==> src/rtl/slow_clock_pkg.sv <==
// Shared constants and the output-mode encoding for the slow clock divider.
package slow_clock_pkg;

    localparam int CNT_WIDTH_DEF   = 26;
    localparam int DEFAULT_DIV_DEF = 5000000;

    typedef enum logic {
        MODE_SQUARE = 1'b0,
        MODE_PULSE  = 1'b1
    } mode_t;

endpackage

==> src/rtl/slow_clock_gen_if.sv <==
// Control and output bundle of the multi-channel slow clock divider.
interface slow_clock_gen_if #(
    parameter int CHANNELS  = 4,
    parameter int CNT_WIDTH = 26
);
    logic [CHANNELS-1:0]           load;
    logic [CNT_WIDTH-1:0]          div_value;
    logic [CHANNELS-1:0]           enable;
    logic [CHANNELS-1:0]           mode;
    logic [CHANNELS-1:0]           divided_clock;
    logic [CHANNELS-1:0]           tick;
    logic [CHANNELS*CNT_WIDTH-1:0] clock_count;

    modport master (
        output load, div_value, enable, mode,
        input  divided_clock, tick, clock_count
    );

    modport slave (
        input  load, div_value, enable, mode,
        output divided_clock, tick, clock_count
    );
endinterface

==> src/rtl/slow_clock_channel.sv <==
// One divider channel: up-counter with runtime terminal, square or pulse output.
module slow_clock_channel
    import slow_clock_pkg::*;
#(
    parameter int CNT_WIDTH   = CNT_WIDTH_DEF,
    parameter int DEFAULT_DIV = DEFAULT_DIV_DEF
) (
    input  logic                 clock,
    input  logic                 reset,
    input  logic                 load,
    input  logic [CNT_WIDTH-1:0] div_value,
    input  logic                 enable,
    input  logic                 mode,
    output logic                 divided_clock,
    output logic                 tick,
    output logic [CNT_WIDTH-1:0] clock_count
);
    logic [CNT_WIDTH-1:0] count;
    logic [CNT_WIDTH-1:0] term;
    logic                 pulse;
    logic                 at_term;

    assign pulse       = (mode_t'(mode) == MODE_PULSE);
    assign at_term     = (count == term);
    assign clock_count = count;

    // Load beats a coincident terminal event, so that event is dropped entirely.
    always_ff @(posedge clock) begin
        if (reset) begin
            count         <= '0;
            term          <= CNT_WIDTH'(DEFAULT_DIV);
            divided_clock <= 1'b0;
            tick          <= 1'b0;
        end else if (load) begin
            term  <= div_value;
            count <= '0;
            tick  <= 1'b0;
            if (pulse) divided_clock <= 1'b0;
        end else if (!enable) begin
            tick <= 1'b0;
            if (pulse) divided_clock <= 1'b0;
        end else if (at_term) begin
            count         <= '0;
            tick          <= 1'b1;
            divided_clock <= pulse ? 1'b1 : ~divided_clock;
        end else begin
            count <= count + 1'b1;
            tick  <= 1'b0;
            if (pulse) divided_clock <= 1'b0;
        end
    end
endmodule

==> src/rtl/slow_clock_gen.sv <==
// Multi-channel slow clock divider; each channel is an independent slow_clock_channel.
module slow_clock_gen
    import slow_clock_pkg::*;
#(
    parameter int CHANNELS    = 4,
    parameter int CNT_WIDTH   = CNT_WIDTH_DEF,
    parameter int DEFAULT_DIV = DEFAULT_DIV_DEF
) (
    input  logic             clock,
    input  logic             reset,
    slow_clock_gen_if.slave  bus
);
    logic [CHANNELS-1:0]           divided_clock;
    logic [CHANNELS-1:0]           tick;
    logic [CHANNELS*CNT_WIDTH-1:0] clock_count;

    for (genvar i = 0; i < CHANNELS; i++) begin : g_chan
        slow_clock_channel #(
            .CNT_WIDTH   (CNT_WIDTH),
            .DEFAULT_DIV (DEFAULT_DIV)
        ) u_chan (
            .clock         (clock),
            .reset         (reset),
            .load          (bus.load[i]),
            .div_value     (bus.div_value),
            .enable        (bus.enable[i]),
            .mode          (bus.mode[i]),
            .divided_clock (divided_clock[i]),
            .tick          (tick[i]),
            .clock_count   (clock_count[i*CNT_WIDTH +: CNT_WIDTH])
        );
    end

    assign bus.divided_clock = divided_clock;
    assign bus.tick          = tick;
    assign bus.clock_count   = clock_count;
endmodule

==> src/flat_wrapper.sv <==
// flat-port wrapper written by rule: the top's interface ports become plain ports
module slow_clock_gen_flat import slow_clock_pkg::*;
#(
    parameter int CHANNELS    = 4,
    parameter int CNT_WIDTH   = CNT_WIDTH_DEF,
    parameter int DEFAULT_DIV = DEFAULT_DIV_DEF
)
  (clock, reset, bus_load, bus_div_value, bus_enable, bus_mode, bus_divided_clock, bus_tick, bus_clock_count);
  slow_clock_gen_if #(.CHANNELS(CHANNELS), .CNT_WIDTH(CNT_WIDTH)) bus_i ();
  input  logic clock;
  input  logic reset;
  input wire logic [$bits(bus_i.load)-1:0] bus_load;
  input wire logic [$bits(bus_i.div_value)-1:0] bus_div_value;
  input wire logic [$bits(bus_i.enable)-1:0] bus_enable;
  input wire logic [$bits(bus_i.mode)-1:0] bus_mode;
  output wire logic [$bits(bus_i.divided_clock)-1:0] bus_divided_clock;
  output wire logic [$bits(bus_i.tick)-1:0] bus_tick;
  output wire logic [$bits(bus_i.clock_count)-1:0] bus_clock_count;
  assign bus_i.load = bus_load;
  assign bus_i.div_value = bus_div_value;
  assign bus_i.enable = bus_enable;
  assign bus_i.mode = bus_mode;
  assign bus_divided_clock = bus_i.divided_clock;
  assign bus_tick = bus_i.tick;
  assign bus_clock_count = bus_i.clock_count;
  slow_clock_gen #(.CHANNELS(CHANNELS), .CNT_WIDTH(CNT_WIDTH), .DEFAULT_DIV(DEFAULT_DIV)) u_core (.clock(clock), .reset(reset), .bus(bus_i));
endmodule
==> config.mk <==
export PLATFORM = sky130hd
export DESIGN_NAME = slow_clock_gen_flat
export DESIGN_NICKNAME = d
export VERILOG_FILES = /design/src/rtl/slow_clock_pkg.sv /design/src/rtl/slow_clock_gen_if.sv /design/src/rtl/slow_clock_channel.sv /design/src/rtl/slow_clock_gen.sv /design/src/flat_wrapper.sv
export SDC_FILE = /design/constraint.sdc
export NUM_CORES = 1
export LEC_CHECK = 0
export CORE_AREA = 2 2 170 172
export DETAILED_ROUTE_END_ITERATION = 16
export DIE_AREA = 0 0 172 174
export GPL_TIMING_DRIVEN = 0
export REMOVE_ABC_BUFFERS = 1
export SYNTH_ARGS = -nofsm -noshare
export SYNTH_HDL_FRONTEND = slang
export SYNTH_SLANG_ARGS = --single-unit
export TNS_END_PERCENT = 10
==> constraint.sdc <==
create_clock -name clock -period 2.65 [get_ports clock]
set_input_delay 0.3975 -clock clock [delete_from_list [all_inputs] [get_ports clock]]
set_output_delay 0.3975 -clock clock [all_outputs]
set_load 0.02 [all_outputs]
## Word level (Yosys, flattened, before mapping)

Cells that the tools add are included.

| storage, ports and cells | value |
|---|---|
| flip-flop bits (word level) | 216 |
| logic and storage cells | 68 |
| output and inout port bits | 112 |

| cells by class | value |
|---|---|
| equal/unequal tests | 4 |
| bitwise operators | 8 |
| mux-type cells | 28 |
| reductions and logical operators | 8 |
| add/subtract/negate cells | 4 |

Operators by type and width:

| operator | count |
|---|---|
| $add 26x1->26 const B | 4 |
| $eq 26x26->1 | 4 |
| $mux 26 | 4 |
| $mux 1 | 24 |
| $reduce_or 3->1 | 4 |
| $not 1->1 | 8 |
| $reduce_or 2->1 | 4 |

## Depth between registers and ports, before layout

Gate-level depths: netlist of the first run.

| logic depth | value |
|---|---|
| depth in word-level cells | 5 |
| depth in mapped cells | 7 |
| gate-level depth less buffers | 6 |

## By module

A second synthesis of the first run with hierarchy kept.

| second synthesis, totals | value |
|---|---|
| cell total of the unflattened synthesis | 1020 |
| area, all modules | 9709.3 um^2 |

By module, submodules not included:

| module | area an instance (um^2) | instances | cells an instance |
|---|---|---|---|
| slow_clock_channel | 2427.3 | 4 | 255 |

## Least setup slack after synthesis of the first run

No wires, ideal clock.

| timing path | value |
|---|---|
| path type | reg2reg |
| start | reg u_core.g_chan[0].u_chan.count[6] |
| end | reg u_core.g_chan[0].u_chan.divided_clock |
| setup slack | 601 ps |
| cell stages (with the launch flop) | 7 |
| clock period less this slack | 2049 ps |
| data arrival time | 1979 ps |
| library setup time | 70 ps |
| cell sequence | dfxtp_1 clkbuf_1 xnor2_1 nand4_1 or4_4 or4_1 a21oi_1 |

| between the ends | value |
|---|---|
| cells in the longest elaborated chain, start to end | 4 |

Ends and longest elaborated chain:

| what | line | source |
|---|---|---|
| start, declared | slow_clock_channel.sv:18 | `logic [CNT_WIDTH-1:0] count;` |
| start signal, assigned | slow_clock_channel.sv:47 | `count <= count + 1'b1;` |
| $eq 26x26->1 | slow_clock_channel.sv:24 | `assign at_term = (count == term);` |
| $mux 1 | slow_clock_channel.sv:42 | `end else if (at_term) begin` |
| $mux 1 | slow_clock_channel.sv:39 | `end else if (!enable) begin` |
| $mux 1 | slow_clock_channel.sv:34 | `end else if (load) begin` |
| end signal, assigned | slow_clock_channel.sv:45 | `divided_clock <= pulse ? 1'b1 : ~divided_clock;` |
| end, declared | slow_clock_channel.sv:14 | `output logic divided_clock,` |

Every way passes these cells.
A chain may end at the register's enable or synchronous reset.

## Worst setup path after layout of the first run

| timing path | value |
|---|---|
| start | reg u_core.g_chan[2].u_chan.count[3] |
| end | reg u_core.g_chan[2].u_chan.count[17] |

| between the ends | value |
|---|---|
| cells in the longest elaborated chain, start to end | 2 |

Ends and longest elaborated chain:

| what | line |
|---|---|
| start, declared | slow_clock_channel.sv:18 |
| start signal, assigned | slow_clock_channel.sv:47 |
| $add 26x1->26 or $eq 26x26->1 (tied branches) | slow_clock_channel.sv:47, slow_clock_channel.sv:24 |
| $mux 26 * | slow_clock_channel.sv:42 |

Every way passes the cells marked *; elsewhere a longest branch is shown, timed or not.

==> metrics, run 1 <==
Die ar. between 20000 and 30000 µm²; CP Launch Point u_core.g_chan[2].u_chan.clock_count[3]; # placed instances around 1500; share of layout cells above drive strength 1 around 4.7%; Yosys top cell area share 44.5%; buffer count from post-CTS setup fixing 0; type of the tightest min-delay check in2reg; vias per cell just under 5; Yosys top cell by area dfxtp_1; Starting DRT DRC Count 388; Total GRT Usage 17.9%; Max transition margin 17.9%; core area about 28000 µm²; clk_lat worst skew about 0.52 ns; Residual DRC 0; Initial Util between 30% and 40%; count of final hold-check violations 0; reg-to-reg endpoint u_core.g_chan[2].u_chan.clock_count[17]; Worst-Margin Slew 1.22 ns; CP Data Arrival Time approximately 2.8 ns; cell area after synthesis 9720 µm²; Synth Area per Inst 9.39 µm²; Routed WL 26.7 mm; Die Wd 172 µm; DP Wirelength 18.8 mm; clk sinks 216; status completed; R2R setup slack 0.26 ns; Distinct cells, synth 38; FF-to-FF path depth 5; CTS Buffer Depth 3; Crit. End Element flop; Root Buffer clkbuf_16; largest net degree at the start of global routing 80; FF+latch count, synth 216; PwrDens 600 nW/µm²; drt wl/cell 17.2 µm; r2r startpoint u_core.g_chan[2].u_chan.clock_count[3]; Worst Path Class, Setup reg2reg; most frequent cells in the layout dfxtp_1, nor2_1, clkdlybuf4s50_1; Leakage 4.58 nW; cell-internal power 5.66 mW; critical path startpoint category flop; Tot Pwr between 7 and 8 mW; CTS tree done; combinational share of power just under 7%; antenna cells 0; switching share of power 23.1%; GP Congestion 0.785; final setup skew 0.00988 ns; first drt pass iteration count 4; commonest non-fill, non-tap cell in the layout dfxtp_1; first-pass GRT wire length around 41 mm; RSZ-0062 raised after global routing no; max_cap viols 0; Post-Layout Cell Count roughly 1600; ANT nets after route 0; H-tree depth 1; sequential group share of total power 46.6%; Hold-fix buffers, CTS 0; height of the die 174 µm; period utilisation layout 90.4%; maximum vdd ir drop ~0.34 mV; routed vias 7521; fin worst setup slack about 0.26 ns; Area contributors post-synth dfxtp_1, xor2_1, mux2i_1; fmax 418 MHz; Port-buffer cells 151; worst setup path endpoint u_core.g_chan[2].u_chan.clock_count[17]; sw power around 1.7 mW; Yosys warnings 0; Area Growth Syn to Fin 26.2%; clock power share 46.5%; Clk pin slew, worst setup/hold paths 0.06 ns; sequential-to-total area share from yosys stat 44.5%; initial antenna violation count 0; Slew Viols, Final 0; CP required 3.03 ns; pre-CTS setup slack -0.314 ns; vias in the first global route 7266; fin nets 1203; total grt overflow 0; Setup-failing EPs final 0; # rows between 60 and 70; clock buffer count from CTS 25; Syn Inst Count 1036; CP max FO 7; I/O pin count about 150; min Tclk post-route 2.39 ns
## worst min path at each step
stage                                    startpoint                                     to  slack, ns  cells past startpoint
floorplan                                     reset  u_core.g_chan[0].u_chan.divided_clock       0.47                      1
global placement    u_core.g_chan[1].u_chan.term[2]        u_core.g_chan[1].u_chan.term[2]       0.49                      2
detailed placement  u_core.g_chan[2].u_chan.term[0]        u_core.g_chan[2].u_chan.term[0]       0.50                      2
CTS                                           reset        u_core.g_chan[1].u_chan.term[2]       0.31                      2
global route                                  reset       u_core.g_chan[1].u_chan.term[17]       0.33                      2
finish                                        reset        u_core.g_chan[1].u_chan.term[7]       0.32                      2
## final cells by class
| cell class | count | area, µm² |
|---|---|---|
| Tap cell | 384 | 480 |
| Timing Repair Buffer | 153 | 1530 |
| Clock inverter | 10 | 131 |
| Sequential cell | 216 | 4320 |
| Fill cell | 2818 | 16000 |
| Inverter | 7 | 26.3 |
| Multi-Input combinational cell | 756 | 5110 |
| Clock buffer | 32 | 672 |
## Yosys cell counts
cell type and count:
nand2b_1 1, nor2b_1 36, nor2_1 196, nand2_1 33, buf_4 9, buf_2 13
mux2i_1 75, clkbuf_1 30, nand3b_1 1, o31ai_2 1, xnor2_1 84, a21oi_1 4
nand3_1 35, clkbuf_2 1, and4_1 11, or2_2 1, or3_1 2, xor2_1 119
nand4_1 46, nor3_1 12, xnor2_2 1, or4_1 5, o31ai_1 4, nor3_2 1
or4_4 3, o21ai_0 1, nor3b_1 1, buf_6 2, clkbuf_8 2, dfxtp_1 216
nor4_1 24, inv_1 7, nor4bb_1 1, and3_1 14, o21ai_2 3, and2_1 5
ha_1 4, a211o_1 32
## critical path, stage by stage, from the launching register on
cell     delay (ns)
dfxtp_1        0.49
nand4_1        0.25
nor4_1         1.08
nand3_1        0.20
xor2_1         0.19
nor2_1         0.05
## layer usage
layer | part of all wire [%] | wire (µm) | GRT usage [%]
met2 | 46 | 12400 | 29.3
met3 | 4.3 | 1140 | 2.80
met4 | 1.8 | 469 | 3.61
met1 | 48 | 12700 | 24.8
met5 | 0 | 0 | 0
## power by group through the flow
stage,Sequential (mW),Clock [mW],Combinational (mW)
6_report,3.43,3.42,0.510
4_1_cts,3.43,3.49,0.515
3_3_place_gp,3.50,0,0.518
2_1_floorplan,3.49,0,0.258
5_1_grt,3.44,3.63,0.560
3_5_place_dp,3.50,0,0.512
## cell families (layout without fill, tap and decap cells)
kind of cell	Yosys count	in the layout	synth area share, %
adders and majority gates	4	4	0.515
xor gates and xnor gates	204	204	18.5
AOI/OAI and AO/OA	45	45	3.85
buffers and inverters	64	202	3.36
DFF	216	216	44.5
and+or+nand+nor	428	428	21.6
muxes	75	75	7.72
## through the flow
stage / TNS (ns) / utilization (%) / instance area (µm²) / hold WS [ns]
final: 0 / 43.5 / 12300 / 0.321
after global routing: 0 / 43.5 / 12300 / 0.329
after CTS: 0 / 43.4 / 12200 / 0.308
after detailed placement: -18.89 / 40.5 / 11400 / 0.505
after global placement: -463.69 / 40.4 / 11400 / 0.494
after floorplan: 0 / - / 9420 / 0.467
## registers in the layout, summed over array words and instances, names as in the netlist
signal,cells
u_core.g_chan.u_chan.clock_count,104
u_core.g_chan.u_chan.divided_clock,4
u_core.g_chan.u_chan.term,104
u_core.g_chan.u_chan.tick,4
## what timing repair did
action | in CTS | in global routing
hold endpoints to repair | 0 | 0
setup endpoints to repair | 0 | 78
resized for setup | 0 | 4
Power figures use the tool's default switching activity.
==> run 2, diff against run 1 <==
- TNS_END_PERCENT: 10 -> 30
==> results of run 2 <==
Same layout as run 1: the final DEF is identical, and so are final timing and power.
